<file path="config.mk">
export PLATFORM = sky130hd
export DESIGN_NAME = mem_access_unit
export DESIGN_NICKNAME = d
export VERILOG_FILES = /design/src/rtl/mau_pkg.sv /design/src/rtl/mau_lane_align.sv /design/src/rtl/mem_access_unit.sv
export SDC_FILE = /design/constraint.sdc
export NUM_CORES = 1
export LEC_CHECK = 0
export BUFFER_PORTS_ARGS = -buffer_cell sky130_fd_sc_hd__buf_2
export CORE_MARGIN = 4
export CORE_UTILIZATION = 53
export DETAILED_ROUTE_END_ITERATION = 8
export GPL_ROUTABILITY_DRIVEN = 0
export GPL_TIMING_DRIVEN = 1
export PLACE_DENSITY = 0.81
export SLEW_MARGIN = 20
export SYNTH_ARGS = -nofsm -noshare
export SYNTH_HDL_FRONTEND = slang
export SYNTH_SLANG_ARGS = --single-unit
</file>
<file path="constraint.sdc">
create_clock -name clk -period 5.2 [get_ports clk]
set_input_delay 1.04 -clock clk [delete_from_list [all_inputs] [get_ports clk]]
set_output_delay 1.04 -clock clk [all_outputs]
set_load 0.05 [all_outputs]
</file>
<file path="src/rtl/mau_pkg.sv">
// Shared definitions for the memory access unit: access size encodings,
// FSM state type and the alignment check helper.
package mau_pkg;

   localparam logic [1:0] SZ_B = 2'b00;
   localparam logic [1:0] SZ_H = 2'b01;
   localparam logic [1:0] SZ_W = 2'b10;

   typedef enum logic [2:0] {
      IDLE = 3'd0,
      RD   = 3'd1,
      WAIT = 3'd2,
      WR   = 3'd3,
      RESP = 3'd4
   } mau_state_t;

   // Halfwords need an even address, words need a 4-byte aligned address.
   function automatic logic mau_misaligned(input logic [1:0] size, input logic [1:0] addr_lo);
      logic mis;
      mis = 1'b0;
      if (size == SZ_H && addr_lo[0])
         mis = 1'b1;
      if (size == SZ_W && addr_lo != 2'b00)
         mis = 1'b1;
      return mis;
   endfunction

endpackage

</file>
<file path="src/rtl/mau_lane_align.sv">
// Byte-lane steering for the memory access unit (little-endian).
// Load path: pick the addressed byte/half out of a bus word and extend it.
// Store path: merge the right-justified store data into the addressed
// lane(s) of the old word, leaving the other bytes untouched.
module mau_lane_align
   import mau_pkg::*;
(
   input  logic [31:0] word,
   input  logic [1:0]  addr_lo,
   input  logic [1:0]  size,
   input  logic        sgn,
   input  logic [31:0] wdata,
   output logic [31:0] load_data,
   output logic [31:0] merged
);

   logic [7:0]  lane_b;
   logic [15:0] lane_h;

   // Load extract and zero/sign extension; words pass through unchanged.
   always_comb begin
      lane_b    = 8'h00;
      lane_h    = 16'h0000;
      load_data = word;
      case (addr_lo)
         2'd0:    lane_b = word[7:0];
         2'd1:    lane_b = word[15:8];
         2'd2:    lane_b = word[23:16];
         default: lane_b = word[31:24];
      endcase
      lane_h = addr_lo[1] ? word[31:16] : word[15:0];
      case (size)
         SZ_B:    load_data = {{24{sgn & lane_b[7]}}, lane_b};
         SZ_H:    load_data = {{16{sgn & lane_h[15]}}, lane_h};
         default: load_data = word;
      endcase
   end

   // Store merge of the low wdata lane(s) into the previously read word.
   always_comb begin
      merged = word;
      case (size)
         SZ_B: begin
            case (addr_lo)
               2'd0:    merged[7:0]   = wdata[7:0];
               2'd1:    merged[15:8]  = wdata[7:0];
               2'd2:    merged[23:16] = wdata[7:0];
               default: merged[31:24] = wdata[7:0];
            endcase
         end
         SZ_H: begin
            if (addr_lo[1])
               merged[31:16] = wdata[15:0];
            else
               merged[15:0] = wdata[15:0];
         end
         SZ_W:    merged = wdata;
         default: merged = word;
      endcase
   end

endmodule

</file>
<file path="src/rtl/mem_access_unit.sv">
// CPU-side initiator for the virtual memory bus. Accepts one byte/half/word
// load or store at a time and turns it into word-wide bus cycles, covering
// the one-cycle synchronous read latency of the memory behind the bus.
//
// Build option MAU_RMW_EN: when defined, byte/half stores are performed as a
// read-modify-write (RD -> WAIT -> WR). When undefined, byte/half stores are
// rejected with resp_err and never reach the bus; sub-word loads still work.
//
// Handshake: a request is taken on a rising edge where req_valid and
// req_ready are both high; req_ready is high only in IDLE, so exactly one
// request is in flight and req_* is ignored until the next IDLE. Completion
// is a single-cycle resp_valid pulse carrying resp_rdata/resp_err.
//
// Bus outputs are registered and loaded on the edge that enters the bus
// state, so addressVirt is on the bus during RD and wEnVirt is high for
// exactly the WR cycle. dataOutVirt is sampled in WAIT.
module mem_access_unit
   import mau_pkg::*;
(
   input  logic        clk,
   input  logic        reset,
   input  logic        req_valid,
   output logic        req_ready,
   input  logic        req_we,
   input  logic [1:0]  req_size,
   input  logic        req_signed,
   input  logic [31:0] req_addr,
   input  logic [31:0] req_wdata,
   output logic        resp_valid,
   output logic [31:0] resp_rdata,
   output logic        resp_err,
   output logic [31:0] addressVirt,
   output logic [31:0] dataInVirt,
   output logic        wEnVirt,
   output logic        rstVirt,
   input  logic [31:0] dataOutVirt
);

`ifdef MAU_RMW_EN
   localparam logic RMW_EN = 1'b1;
`else
   localparam logic RMW_EN = 1'b0;
`endif

   mau_state_t  state;
   logic [1:0]  a_lo;
   logic [1:0]  a_size;
   logic        a_sgn;
   logic        a_we;
   logic [31:0] a_wdata;
   logic        req_err;
   logic [31:0] load_data;
   logic [31:0] merged;

   assign rstVirt   = reset;
   assign req_ready = (state == IDLE);

   // Classify the incoming request: bad alignment, reserved size, or a
   // sub-word store when read-modify-write is not built in.
   always_comb begin
      req_err = mau_misaligned(req_size, req_addr[1:0]) | (req_size == 2'b11);
      if (!RMW_EN && req_we && (req_size == SZ_B || req_size == SZ_H))
         req_err = 1'b1;
   end

   mau_lane_align u_lane_align (
      .word      (dataOutVirt),
      .addr_lo   (a_lo),
      .size      (a_size),
      .sgn       (a_sgn),
      .wdata     (a_wdata),
      .load_data (load_data),
      .merged    (merged)
   );

   // Request FSM with registered bus and response outputs.
   always_ff @(posedge clk or posedge reset) begin
      if (reset) begin
         state       <= IDLE;
         a_lo        <= 2'b00;
         a_size      <= SZ_B;
         a_sgn       <= 1'b0;
         a_we        <= 1'b0;
         a_wdata     <= 32'h0;
         resp_valid  <= 1'b0;
         resp_err    <= 1'b0;
         resp_rdata  <= 32'h0;
         addressVirt <= 32'h0;
         dataInVirt  <= 32'h0;
         wEnVirt     <= 1'b0;
      end else begin
         resp_valid <= 1'b0;
         resp_err   <= 1'b0;
         wEnVirt    <= 1'b0;
         case (state)
            IDLE: begin
               if (req_valid) begin
                  a_lo    <= req_addr[1:0];
                  a_size  <= req_size;
                  a_sgn   <= req_signed;
                  a_we    <= req_we;
                  a_wdata <= req_wdata;
                  if (req_err) begin
                     resp_valid <= 1'b1;
                     resp_err   <= 1'b1;
                     resp_rdata <= 32'h0;
                     state      <= RESP;
                  end else if (req_we && req_size == SZ_W) begin
                     addressVirt <= {req_addr[31:2], 2'b00};
                     dataInVirt  <= req_wdata;
                     wEnVirt     <= 1'b1;
                     state       <= WR;
                  end else begin
                     addressVirt <= {req_addr[31:2], 2'b00};
                     state       <= RD;
                  end
               end
            end
            RD: begin
               state <= WAIT;
            end
            WAIT: begin
               if (a_we) begin
                  dataInVirt <= merged;
                  wEnVirt    <= 1'b1;
                  state      <= WR;
               end else begin
                  resp_rdata <= load_data;
                  resp_valid <= 1'b1;
                  state      <= RESP;
               end
            end
            WR: begin
               resp_rdata <= 32'h0;
               resp_valid <= 1'b1;
               state      <= RESP;
            end
            RESP: begin
               state <= IDLE;
            end
            default: begin
               state <= IDLE;
            end
         endcase
      end
   end

endmodule

</file>
Word level (Yosys, flattened, before mapping)
Cells that the tools add are included.

Register bits: 138. Logic and storage cells: 86. Bits of input ports: 103.

Reductions and logical operators: 17. Muxes and demuxes: 37. Bitwise logic cells: 4. Equal/unequal tests: 16.

Operator list (number): $mux W32 (7); $pmux W32 S3 (2); $pmux W32 S2 (2); $mux W16 (3); $mux W8 (4); $pmux W8 S3 (1); $pmux W3 S4 (1); $mux W1 (11); $mux W3 (3); $eq A2 B2 Y1 const B (4); $ne A2 B2 Y1 const B (4); $eq A2 B1 Y1 const B (3); $eq A3 B2 Y1 const B (2); $logic_not A2 Y1 (3); $reduce_and A5 Y1 (1); $logic_and A1 B1 Y1 (4); $ne A2 B1 Y1 const B (2); $reduce_and A4 Y1 (1); $reduce_bool A2 Y1 (2); $eq A3 B1 Y1 const B (1); $logic_not A3 Y1 (1); $pmux W1 S3 (1); $reduce_and A3 Y1 (1); $reduce_bool A3 Y1 (1); 8 further kinds (9).

Longest topological paths before layout
Depth after elaboration: 9. Gate-level depth with buffers: 9. Gate-level depth less buffers: 6.

Cells and area by module
A second synthesis with hierarchy kept.

Cell total of the unflattened synthesis: 585. Area total of the unflattened synthesis: 7160.6 µm².

Modules (own cells, without submodules): mem_access_unit (cells each 352, times used 1, area an instance 5515.3 µm², seq. area each 3453.3 µm²); mau_lane_align (cells each 233, times used 1, area an instance 1645.3 µm², seq. area each 0.0 µm²).

Worst setup path after synthesis
No wires, ideal clock.

Kind: reg2out. Start point: reg state[1]. End point: out req_ready. Stages on the path, launching flop included: 3. Path buffers: 1. Path slack: 2.598 ns. Data arrival time: 1.562 ns. Path through: dfrtp_1 buf_2 nor3_1.

Longest elaborated chain between the ends: 1.

RTL lines: start: declaration (RTL line mem_access_unit.sv:45) `mau_state_t state;`; start signal: assignment (RTL line mem_access_unit.sv:79) `state <= IDLE;`; start signal: assignment (RTL line mem_access_unit.sv:107) `state <= RESP;`; start signal: assignment (RTL line mem_access_unit.sv:112) `state <= WR;`; $logic_not A3 Y1 (RTL line mem_access_unit.sv:56) `assign req_ready = (state == IDLE);`; end: declaration (RTL line mem_access_unit.sv:23) `output logic req_ready,`.

No other way between the ends.

Worst setup path after layout
Start point: reg a_size[1]. End point: reg dataInVirt[4].

Longest elaborated chain between the ends: 4. Elaborated cells between the ends (all ways): 6.

RTL lines: start: declaration (RTL line mem_access_unit.sv:47) `logic [1:0] a_size;`; start signal: assignment (RTL line mem_access_unit.sv:99) `a_size <= req_size;`; $eq A2 B2 Y1 (tied with other cells) (RTL line mau_lane_align.sv:42) `case (size)`; $pmux W32 S3 (*) (RTL line mau_lane_align.sv:42); $mux W32 (*) (RTL line mem_access_unit.sv:123) `if (a_we) begin`; $pmux W32 S2 (*) (RTL line mem_access_unit.sv:95) `case (state)`; end signal: assignment (RTL line mem_access_unit.sv:110) `dataInVirt <= req_wdata;`; end signal: assignment (RTL line mem_access_unit.sv:124) `dataInVirt <= merged;`; end: declaration (RTL line mem_access_unit.sv:33) `output logic [31:0] dataInVirt,`.

Mark *: on every way between the ends. The rest lies on a longest branch, timed or not. The select of a mux whose other input is x is not followed. A chain may end at the register's enable or synchronous reset.

==> out/qor.yml <==
detailedRoute.firstIterationViolations: 602
clk_pin_slew_ps: 60
status: "complete, no violations"
synthTopCellsByArea: "dfrtp_1, mux2_2, nand2_1"
synth_common_cells: "nand2_1, dfrtp_1, o21ai_0, a21oi_1, mux2_2"
worst_setup_path_end_kind: "flip-flop"
grt_first_pass_wirelength_um: 33200
hold_class: "reg2reg"
ys_seq_area_share_pct: 48.4
ios: 204
hold_end: "resp_rdata[4]"
critPathLaunchType: "flip-flop"
crit_required_ps: 5510
switching_share_pct: 50.5
route.detailed.drc: 0
r2r_setup_slack_ps: 2330
grt_start_max_net_pins: 113
synth.distinct_cells: 50
busiest_layer: "met2"
drtAntennaViolNets: 0
clock_latency_ps: 430
synth_warnings: 0
crit_type: "reg2reg"
viasPerCell: 6.03
area_growth_syn_to_layout_pct: 22.3
power_frac_seq_pct: 29.5
post_cts_buffers: 0
grtUsageMet2_pct: 44.1
drv_slew: 0
max-cap-violations: 0
core-area_sq_mm: 0.0132
avgSynthCellArea_sq_um: 9.52
worst_slew_pin_slew_ps: 1200
drt_first_pass_iters: 8
vias: 6688
finalSetupTns_ps: 0
place_ws_ps: 2050
pwr_density_cell_mw_per_mm2: 759
grt_overflow_total: 0
tritoncts: "built"
antenna_found_initial: 0
synth_most_common_cell: "nand2_1"
cp.buffers_inverters: 1
p_comb_share_pct: 52.1
slowest_delay_ps: 800
timing.rr.end: "dataInVirt[4]"
synth_ff_type: "dfrtp_1"
grt_use_met3_pct: 7.90
cts.sinks: 138
setup-violations-final: 0
fp.dieH_um: 124
critical_path.slowest_cell: "dfrtp_1"
r2r_start: "a_size[1]"
clock_skew_ps: 7.77
wire_per_inst_um: 19.7
track_usage_pct: 28.3
cts.repair.resized: 0
stdcell_count: 1109
timing.final.crit_share_pct: 55.3
hold_buffers: 0
place_hpwl_um: 15200
worst-path-max-fanout: 37
internal_power_mw: 3.28
cts-buffers-inserted: 17
cp_cell_sequence: "buf_4 > or2_1 > o21ai_1 > a221o_1 > a21oi_1 > o21ai_1"
wl_um: 21900
arrival_ps: 3180
power.share.clock_pct: 18.4
fmax_mhz: 348
multi_input_area_sq_mm: 0.00333
vdd.ir_drop.worst_mv: 0.443
hold_viol: 0
die_w_um: 124
die_area_sq_mm: 0.0154
grt_pass1_vias: 6343
place.port_buffers: 201
drive_gt1_share_pct: 34.0
yosys.area.top_type_share_pct: 48.4
setup_slack_ps: 2330
hp-start: "resp_rdata[4]"
fillers: 1119
root_buffer: "clkbuf_16"
htreeDepth: 4
max_slew_margin_pct: 19.8
grt_use_met1_pct: 37.5
dpl.cell_count: 1077
synth_cells: 750
path_common_cell: "o21ai_1"
crit_family: "compound AO/OA/AOI/OAI gates"
initial_core_util_pct: 53.9
rsz0062_at_grt: "no"
reg2reg_depth: 6
p_leak_nw: 4.19
diodes: 0
seq_area_sq_mm: 0.00345
power_switching_mw: 3.34
whs_path_depth: 2
power.total_mw: 6.62
nets: 1023
async_reset_ff_share_pct: 100
synth_seq_cells: 138
cts_buffer_depth: 2
synth_enable_flop_cells: 0
yosysTopAreaCell: "dfrtp_1"
hold_ws_ps: 474
num_rows: 42
fin_crit_ps: 2870
netlist_area_sq_mm: 0.00714
==> stage by stage <==
step / util, % / instance area [sq um]
after floorplan: - / 7140
after detailed placement: 61.4 / 8130
after CTS: 65.9 / 8730
final: 65.9 / 8730
after global placement: 61.4 / 8130
after global routing: 65.9 / 8730
==> power by group through the flow <==
| stage | clock network [mW] | registers (mW) | logic, mW |
|---|---|---|---|
| after floorplan | 0 | 2.96 | 1.60 |
| after global placement | 0 | 1.93 | 3.35 |
| after detailed placement | 0 | 1.95 | 3.41 |
| after CTS | 1.22 | 1.94 | 3.43 |
| after global routing | 1.28 | 2.01 | 3.68 |
| final | 1.22 | 1.95 | 3.45 |
==> cell usage in the layout, fill, tap and decap left out, types with 3 or more instances in the layout <==
| cell | n |
|---|---|
| a21oi_1 | 64 |
| a22o_1 | 12 |
| o211ai_1 | 9 |
| o21ai_1 | 20 |
| dfrtp_1 | 138 |
| clkbuf_16 | 17 |
| inv_1 | 9 |
| a31oi_1 | 4 |
| nor3_1 | 11 |
| o21ai_0 | 69 |
| nor2b_1 | 6 |
| a32oi_1 | 4 |
| mux2i_1 | 18 |
| and2_1 | 3 |
| nand2_1 | 144 |
| a221oi_1 | 13 |
| inv_6 | 4 |
| buf_4 | 9 |
| o22ai_1 | 9 |
| buf_2 | 201 |
| nand3_1 | 14 |
| mux2_2 | 63 |
| nor2_1 | 29 |
| nand2b_1 | 6 |
| clkinvlp_4 | 5 |
| a21boi_0 | 6 |
| a221o_1 | 10 |
==> worst min-delay path, stage by stage (launching register included) <==
cell	delay [ps]
dfrtp_1	340
nand2_1	40
o21ai_0	60
==> state kept, by name, indices dropped and copies added, names as in the netlist, 2 cells and up <==
register     count
state            3
a_size           2
dataInVirt      32
a_lo             2
addressVirt     30
a_wdata         32
resp_rdata      32
==> metal layers <==
layer,vias to the layer above,wire length (um)
li1,3023,-
met4,0,712
met5,-,0
met1,3197,8300
met3,69,2370
met2,399,10500
==> worst max path at each step <==
stage                     start               to  slack, ps  depth (start not counted)
floorplan                 reset          a_lo[0]        460                          1
detailed placement    req_valid   dataInVirt[21]       2050                          9
global placement    req_addr[1]  addressVirt[14]       2100                          5
finish                a_size[1]    dataInVirt[4]       2330                          6
global route          req_valid   dataInVirt[29]       2270                          9
CTS                   req_valid   dataInVirt[21]       2480                          9
==> layout make-up <==
class                      instances  area share (%)
tap                              176            2.52
clock buffer                      19            5.19
inverter                          13           0.616
multi-input combinational        540            38.2
sequential                       138            39.6
clock inverter                    13            1.63
timing repair buffer             210            12.3
==> cells by family (layout without fill, tap and decap cells) <==
kind of cell | Yosys count | count (layout) | share of synthesized area, %
buffers and inverters | 73 | 255 | 5.10
other | 1 | 2 | 0.0525
AO/OA/AOI/OAI | 234 | 234 | 20.3
multiplexers | 82 | 82 | 12.8
flip-flops | 138 | 138 | 48.4
AND/OR/NAND/NOR | 222 | 222 | 13.4
Power figures use the tool's default switching activity.
